--- config.mk ---
export PLATFORM = sky130hd
export DESIGN_NAME = um_tx_flow_ctrl_flat
export DESIGN_NICKNAME = d
export VERILOG_FILES = /design/src/rtl/um_pkg.sv /design/src/rtl/um_tx_flow_ctrl_if.sv /design/src/rtl/um_tx_flow_ctrl_sat_counter.sv /design/src/rtl/um_tx_flow_ctrl.sv /design/src/flat_wrapper.sv
export SDC_FILE = /design/constraint.sdc
export NUM_CORES = 1
export LEC_CHECK = 0
export CORE_MARGIN = 2
export CORE_UTILIZATION = 36
export CTS_CLUSTER_SIZE = 8
export DETAILED_ROUTE_END_ITERATION = 10
export SYNTH_ARGS = -nofsm -noshare
export SYNTH_HDL_FRONTEND = slang
export SYNTH_HIERARCHICAL = 1
export SYNTH_SLANG_ARGS = --single-unit
--- constraint.sdc ---
create_clock -name clk -period 9.4 [get_ports clk]
set_input_delay 1.88 -clock clk [delete_from_list [all_inputs] [get_ports clk]]
set_output_delay 1.88 -clock clk [all_outputs]
set_load 0.01 [all_outputs]
--- src/rtl/um_pkg.sv ---
// Shared types and helpers for the UM transmit flow-control block.
package um_pkg;

  typedef enum logic [1:0] {
    OFF = 2'd0,
    ARM = 2'd1,
    ON  = 2'd2
  } um_state_e;

  localparam int NUM_BID_DEF = 8;
  localparam int CNT_W       = $clog2(NUM_BID_DEF + 1);
  localparam int POP_MAX     = 64;

  // Counts set bits; callers zero-extend narrower bitmaps to POP_MAX.
  function automatic int unsigned popcount(input logic [POP_MAX-1:0] v);
    int unsigned n;
    n = 0;
    for (int i = 0; i < POP_MAX; i++) begin
      n += 32'(v[i]);
    end
    return n;
  endfunction

endpackage

--- src/rtl/um_tx_flow_ctrl_if.sv ---
// CDP/pktBuffer-facing signal bundle of the UM transmit gate, including config and statistics.
interface um_tx_flow_ctrl_if #(
  parameter int NUM_BID = 8,
  parameter int TS_W    = 32,
  parameter int STAT_W  = 16
);
  localparam int CNT_W = $clog2(NUM_BID + 1);

  logic               cdp2um_data_valid;
  logic [NUM_BID-1:0] bid_bitmap;
  logic               cfg_valid;
  logic [CNT_W-1:0]   cfg_on_thresh;
  logic [CNT_W-1:0]   cfg_off_thresh;
  logic               cfg_err;
  logic               um2cdp_tx_enable;
  logic [CNT_W-1:0]   free_cnt;
  logic [TS_W-1:0]    count_time;
  logic [STAT_W-1:0]  tx_on_events;
  logic [STAT_W-1:0]  stall_cycles;

  modport master (
    output cdp2um_data_valid, bid_bitmap, cfg_valid, cfg_on_thresh, cfg_off_thresh,
    input  cfg_err, um2cdp_tx_enable, free_cnt, count_time, tx_on_events, stall_cycles
  );

  modport slave (
    input  cdp2um_data_valid, bid_bitmap, cfg_valid, cfg_on_thresh, cfg_off_thresh,
    output cfg_err, um2cdp_tx_enable, free_cnt, count_time, tx_on_events, stall_cycles
  );

endinterface

--- src/rtl/um_tx_flow_ctrl_sat_counter.sv ---
// Saturating up-counter with synchronous clear; sticks at all-ones.
module um_sat_counter #(
  parameter int W = 16
) (
  input  logic         clk,
  input  logic         clear,
  input  logic         inc,
  output logic [W-1:0] cnt
);

  logic [W-1:0] cnt_q, cnt_d;

  always_comb begin
    cnt_d = cnt_q;
    if (clear) begin
      cnt_d = '0;
    end else if (inc && (cnt_q != '1)) begin
      cnt_d = cnt_q + 1'b1;
    end
  end

  always_ff @(posedge clk) begin
    cnt_q <= cnt_d;
  end

  assign cnt = cnt_q;

endmodule

--- src/rtl/um_tx_flow_ctrl.sv ---
// UM transmit gate: enables CDP->UM transfers when enough packet buffers are free,
// with on/off hysteresis, a qualification hold, a timestamp and saturating stats.
module um_tx_flow_ctrl
  import um_pkg::*;
#(
  parameter int NUM_BID    = 8,
  parameter int ON_THRESH  = 8,
  parameter int OFF_THRESH = 4,
  parameter int HOLD_CYC   = 4,
  parameter int TS_W       = 32,
  parameter int STAT_W     = 16
) (
  input  logic            clk,
  input  logic            rst,
  um_tx_flow_ctrl_if.slave bus
);

  localparam int LCL_CNT_W = $clog2(NUM_BID + 1);
  localparam int HOLD_W    = (HOLD_CYC < 1) ? 1 : $clog2(HOLD_CYC + 1);

  localparam logic [LCL_CNT_W-1:0] ON_RST    = LCL_CNT_W'(ON_THRESH);
  localparam logic [LCL_CNT_W-1:0] OFF_RST   = LCL_CNT_W'(OFF_THRESH);
  localparam logic [LCL_CNT_W-1:0] NUM_BID_C = LCL_CNT_W'(NUM_BID);
  localparam logic [HOLD_W-1:0]    HOLD_C    = HOLD_W'(HOLD_CYC);

  logic [LCL_CNT_W-1:0] free_cnt_q, free_cnt_d;
  logic                 dv_q, dv_d;
  logic [LCL_CNT_W-1:0] on_th_q, on_th_d;
  logic [LCL_CNT_W-1:0] off_th_q, off_th_d;
  um_state_e            state_q, state_d;
  logic [HOLD_W-1:0]    hold_cnt_q, hold_cnt_d;
  logic                 tx_en_q, tx_en_d;
  logic                 cfg_err_q, cfg_err_d;
  logic [TS_W-1:0]      count_time_q, count_time_d;

  logic qual, drop, cfg_ok, enter_on;

  // Stage 1: capture buffer occupancy and CDP activity
  always_comb begin
    free_cnt_d = LCL_CNT_W'(popcount(POP_MAX'(bus.bid_bitmap)));
    dv_d       = bus.cdp2um_data_valid;
  end

  // Stage 2: enable decision from captured values and current thresholds
  always_comb begin
    qual       = !dv_q && (free_cnt_q >= on_th_q);
    drop       = dv_q || (free_cnt_q < off_th_q);
    state_d    = state_q;
    hold_cnt_d = hold_cnt_q;
    unique case (state_q)
      OFF: begin
        if (qual) begin
          if (HOLD_CYC == 0) begin
            state_d = ON;
          end else begin
            state_d    = ARM;
            hold_cnt_d = HOLD_W'(1);
          end
        end
      end
      ARM: begin
        if (!qual) begin
          state_d    = OFF;
          hold_cnt_d = '0;
        end else if (hold_cnt_q == HOLD_C) begin
          state_d = ON;
        end else begin
          hold_cnt_d = hold_cnt_q + 1'b1;
        end
      end
      ON: begin
        if (drop) state_d = OFF;
      end
      default: state_d = OFF;
    endcase
    tx_en_d  = (state_d == ON);
    enter_on = (state_d == ON) && (state_q != ON);
  end

  // Threshold writes land after this edge, so the decision above never sees them early
  always_comb begin
    cfg_ok = (bus.cfg_off_thresh <= bus.cfg_on_thresh) &&
             (bus.cfg_on_thresh <= NUM_BID_C) &&
             (bus.cfg_on_thresh != '0);
    on_th_d   = on_th_q;
    off_th_d  = off_th_q;
    cfg_err_d = 1'b0;
    if (bus.cfg_valid) begin
      if (cfg_ok) begin
        on_th_d  = bus.cfg_on_thresh;
        off_th_d = bus.cfg_off_thresh;
      end else begin
        cfg_err_d = 1'b1;
      end
    end
    count_time_d = count_time_q + 1'b1;
  end

  always_ff @(posedge clk) begin
    if (rst) begin
      free_cnt_q   <= '0;
      dv_q         <= 1'b0;
      on_th_q      <= ON_RST;
      off_th_q     <= OFF_RST;
      state_q      <= OFF;
      hold_cnt_q   <= '0;
      tx_en_q      <= 1'b0;
      cfg_err_q    <= 1'b0;
      count_time_q <= '0;
    end else begin
      free_cnt_q   <= free_cnt_d;
      dv_q         <= dv_d;
      on_th_q      <= on_th_d;
      off_th_q     <= off_th_d;
      state_q      <= state_d;
      hold_cnt_q   <= hold_cnt_d;
      tx_en_q      <= tx_en_d;
      cfg_err_q    <= cfg_err_d;
      count_time_q <= count_time_d;
    end
  end

  um_sat_counter #(.W(STAT_W)) u_on_events (
    .clk   (clk),
    .clear (rst),
    .inc   (enter_on),
    .cnt   (bus.tx_on_events)
  );

  um_sat_counter #(.W(STAT_W)) u_stall (
    .clk   (clk),
    .clear (rst),
    .inc   (!tx_en_q),
    .cnt   (bus.stall_cycles)
  );

  assign bus.free_cnt         = free_cnt_q;
  assign bus.um2cdp_tx_enable = tx_en_q;
  assign bus.cfg_err          = cfg_err_q;
  assign bus.count_time       = count_time_q;

endmodule

--- src/flat_wrapper.sv ---
// flat-port wrapper written by rule: the top's interface ports become plain ports
module um_tx_flow_ctrl_flat import um_pkg::*;
#(
  parameter int NUM_BID    = 8,
  parameter int ON_THRESH  = 8,
  parameter int OFF_THRESH = 4,
  parameter int HOLD_CYC   = 4,
  parameter int TS_W       = 32,
  parameter int STAT_W     = 16
)
  (clk, rst, bus_cdp2um_data_valid, bus_bid_bitmap, bus_cfg_valid, bus_cfg_on_thresh, bus_cfg_off_thresh, bus_cfg_err, bus_um2cdp_tx_enable, bus_free_cnt, bus_count_time, bus_tx_on_events, bus_stall_cycles);
  um_tx_flow_ctrl_if #(.NUM_BID(NUM_BID), .TS_W(TS_W), .STAT_W(STAT_W)) bus_i ();
  input  logic clk;
  input  logic rst;
  input wire logic [$bits(bus_i.cdp2um_data_valid)-1:0] bus_cdp2um_data_valid;
  input wire logic [$bits(bus_i.bid_bitmap)-1:0] bus_bid_bitmap;
  input wire logic [$bits(bus_i.cfg_valid)-1:0] bus_cfg_valid;
  input wire logic [$bits(bus_i.cfg_on_thresh)-1:0] bus_cfg_on_thresh;
  input wire logic [$bits(bus_i.cfg_off_thresh)-1:0] bus_cfg_off_thresh;
  output wire logic [$bits(bus_i.cfg_err)-1:0] bus_cfg_err;
  output wire logic [$bits(bus_i.um2cdp_tx_enable)-1:0] bus_um2cdp_tx_enable;
  output wire logic [$bits(bus_i.free_cnt)-1:0] bus_free_cnt;
  output wire logic [$bits(bus_i.count_time)-1:0] bus_count_time;
  output wire logic [$bits(bus_i.tx_on_events)-1:0] bus_tx_on_events;
  output wire logic [$bits(bus_i.stall_cycles)-1:0] bus_stall_cycles;
  assign bus_i.cdp2um_data_valid = bus_cdp2um_data_valid;
  assign bus_i.bid_bitmap = bus_bid_bitmap;
  assign bus_i.cfg_valid = bus_cfg_valid;
  assign bus_i.cfg_on_thresh = bus_cfg_on_thresh;
  assign bus_i.cfg_off_thresh = bus_cfg_off_thresh;
  assign bus_cfg_err = bus_i.cfg_err;
  assign bus_um2cdp_tx_enable = bus_i.um2cdp_tx_enable;
  assign bus_free_cnt = bus_i.free_cnt;
  assign bus_count_time = bus_i.count_time;
  assign bus_tx_on_events = bus_i.tx_on_events;
  assign bus_stall_cycles = bus_i.stall_cycles;
  um_tx_flow_ctrl #(.NUM_BID(NUM_BID), .ON_THRESH(ON_THRESH), .OFF_THRESH(OFF_THRESH), .HOLD_CYC(HOLD_CYC), .TS_W(TS_W), .STAT_W(STAT_W)) u_core (.clk(clk), .rst(rst), .bus(bus_i));
endmodule
==> impl_metrics.yaml <==
global_route:
  antenna_found_initial: 0
  grt_pass1_wl_um: 16600
  grt_pass1_vias: 3518
  grt_max_degree: 92
  grt_use_total_pct: 15.5
  grt_overflow_total: 0
cts:
  cts_resized: 0
  worst_skew_pair.late_latency_ps: 340
  htreeDepth: 3
  cts_buffers: 9
  cts_hold_buf: 0
  cts.sinks: 84
  cts_tree: "yes"
  path_clk_slew_ps: 60
  cts-root-buf: "clkbuf_16"
  clk_path_buf_depth: 2
  postCtsSetupBuffers: 0
routing:
  drtAntennaViolNets: 0
  wl_met2_um: 4380
  via_count: 3814
  wl_met1_um: 4740
  drtPass1Iterations: 4
  wl_per_cell_um: 13.1
  wl_met3_um: 462
  viasPerCell: 5.19
  routed_wl_um: 9640
  highest-signal-layer: "met4"
  dr.first_iter.drc_count: 226
  drc_errors: 0
critical_path:
  worstSetupPathType: "input port to flop"
  end_kind: "flop"
  critical_path.startpoint_type: "input port"
  cp_data_arrival_time_ps: 4630
  required_ps: 9590
  cp_max_fo: 2
synthesis:
  yosys.area.top_type: "dfxtp_1"
  synthTopCellsByArea: "dfxtp_1 38%, ha_1 5.4%, a21oi_1 4.2%, nor2_1 4.1%, xnor2_1 3.4%"
  ys.flop_type: "dfxtp_1"
  synth-edff-count: 0
  ys_warn_count: 6
  synth_area_um2: 4390
  avgSynthCellArea_um2: 8.73
  synth_cell_types: 50
  synth_top_area_share_pct: 38.3
  syn_nets: 546
  seq_area_frac_synth_pct: 38.3
  syn_inst: 503
  synthArstFlopShare_pct: 0
  synth_seq_cells: 84
floorplanning:
  num_rows: 40
  ioPinCount: 90
  core_um2: 12000
  fp.dieH_um: 114
  dieArea_um2: 13100
  start_util_pct: 36.7
  die_w_um: 114
layout:
  area_delta_synth_final_pct: 28.8
  drive_gt1_share_pct: 5.95
  design_area_um2: 5660
  antennaDiodeCount: 0
  fillerInstances: 1180
  fin_nets: 628
  ff_latch_area_um2: 1680
  final_core_util_pct: 47.3
  multi_input_area_um2: 2490
status:
  status: "complete, no violations"
run:
  cap_violations: 0
timing:
  fmax_ghz: 0.225
  post-route-period-util_pct: 47.3
  hold_violations: 0
  slew_viol_final: 0
  fin_crit_ps: 4440
  skew_ps: 8.37
  slew_headroom_pct: 37.8
  setup_viol: 0
  holdWs_ps: 471
  worst_pin_slew_ps: 934
  tns_ps: 0
  rsz0062_at_grt: "no"
place:
  dpl_cell_area_um2: 5380
  io_buffers: 89
  place.gp.congestion: 0.764
  hpwl_um: 6730
power:
  leakagePower_nw: 1.99
  total_power_uw: 794
  vdd_drop_max_mv: 0.107
  p_per_area_nw_per_um2: 140
worst_hold_path:
  hold_class: "flop to flop"
-- placed cells by master, fill, tap and decap left out, types with 4 or more instances in the layout --
master | Yosys | layout
a21oi_1 | 37 | 37
and3_1 | 6 | 6
and4_1 | 9 | 9
clkbuf_16 | 0 | 9
clkdlybuf4s50_1 | 0 | 88
dfxtp_1 | 84 | 84
fa_1 | 4 | 4
ha_1 | 19 | 19
inv_1 | 34 | 34
mux2i_1 | 4 | 4
nand2_1 | 27 | 27
nand3_1 | 25 | 25
nand4_1 | 11 | 11
nor2_1 | 48 | 48
nor2b_1 | 9 | 9
nor3_1 | 15 | 15
nor4_1 | 7 | 7
o21a_1 | 5 | 5
o21ai_0 | 17 | 17
o31ai_1 | 17 | 17
o41ai_1 | 4 | 4
or3_1 | 11 | 11
or4_1 | 19 | 19
xnor2_1 | 17 | 17
xor2_1 | 13 | 13
-- state kept, by name, indices dropped and copies added (netlist names) --
| name | flops |
|---|---|
| u_core/bus.cfg_err | 1 |
| u_core/bus.count_time | 32 |
| u_core/bus.free_cnt | 4 |
| u_core/bus.um2cdp_tx_enable | 1 |
| u_core/dv_q | 1 |
| u_core/hold_cnt_q | 3 |
| u_core/off_th_q | 4 |
| u_core/on_th_q | 4 |
| u_core/state_q | 2 |
| u_core/u_on_events/cnt | 16 |
| u_core/u_stall/cnt | 16 |
-- layout make-up --
type / instances / area share [%]
Timing Repair Buffer: 91 / 15.9
Clock inverter: 1 / 0.133
Sequential cell: 84 / 29.7
Multi-Input combinational cell: 365 / 43.9
Clock buffer: 13 / 4.78
Tap cell: 147 / 3.25
Inverter: 34 / 2.26
-- cell usage after synthesis, types with 3 or more instances --
| library cell | number |
|---|---|
| a21oi_1 | 37 |
| o21ai_0 | 17 |
| nor3_1 | 15 |
| nor4_1 | 7 |
| a211o_1 | 3 |
| nor2_1 | 48 |
| clkbuf_1 | 13 |
| nand3_1 | 25 |
| nand4_1 | 11 |
| or3_1 | 11 |
| nand2b_1 | 3 |
| nand2_1 | 27 |
| nand4_4 | 3 |
| mux2i_1 | 4 |
| inv_1 | 34 |
| fa_1 | 4 |
| ha_1 | 19 |
| and3_1 | 6 |
| o21a_1 | 5 |
| buf_2 | 3 |
| o31ai_1 | 17 |
| and2_1 | 3 |
| xnor2_1 | 17 |
| and4_1 | 9 |
| nor2b_1 | 9 |
| o41ai_1 | 4 |
| or4_1 | 19 |
| dfxtp_1 | 84 |
| xor2_1 | 13 |
-- final timing paths --
check,startpoint,to,slack [ps],cells after the start
min,u_core/bus.count_time[0],u_core/bus.count_time[0],470,1
max,bus_bid_bitmap[0],u_core/bus.free_cnt[2],4960,11
min reg2reg,u_core/bus.count_time[0],u_core/bus.count_time[0],470,1
max reg2reg,u_core/bus.free_cnt[0],u_core/u_on_events/cnt[11],6630,10
-- routing by layer --
metal / vias up / global-route usage, %
met4: 0 / 4.15
met1: 1750 / 20.6
li1: 1976 / -
met3: 6 / 5.19
met2: 82 / 24.0
met5: - / 0
-- metrics by stage --
step,setup slack [ps],std cells
detailed placement,4600,721
finish,4960,735
CTS,4960,735
global route,4850,735
global placement,4640,721
floorplan,5170,503
-- logic make-up (layout without fill, tap and decap cells) --
kind of cell,count (synthesis),after routing,synth area share [%]
buffers and inverters,54,139,5.13
flip-flops,84,84,38.3
adder cells (fa/ha/maj),23,23,7.23
AND/OR/NAND/NOR,215,215,29.1
multiplexers,6,6,1.42
AO/OA/AOI/OAI,91,91,12.9
XOR/XNOR,30,30,5.98
-- where the power goes --
group          leakage, nW  switching, mW  internal (mW)
sequential           0.680        0.00847          0.366
combinational         1.17         0.0436         0.0434
clock                0.134          0.134          0.198
total                 1.99          0.186          0.607
-- worst max-delay path: stages --
cell and delay, ps:
clkdlybuf4s50_1 430, fa_1 540, inv_1 50, fa_1 490, fa_1 410, inv_1 70, ha_1 150, inv_1 60
fa_1 370, xor2_1 130, nor2_1 50
No activity file was read; power rests on OpenSTA's default activity.
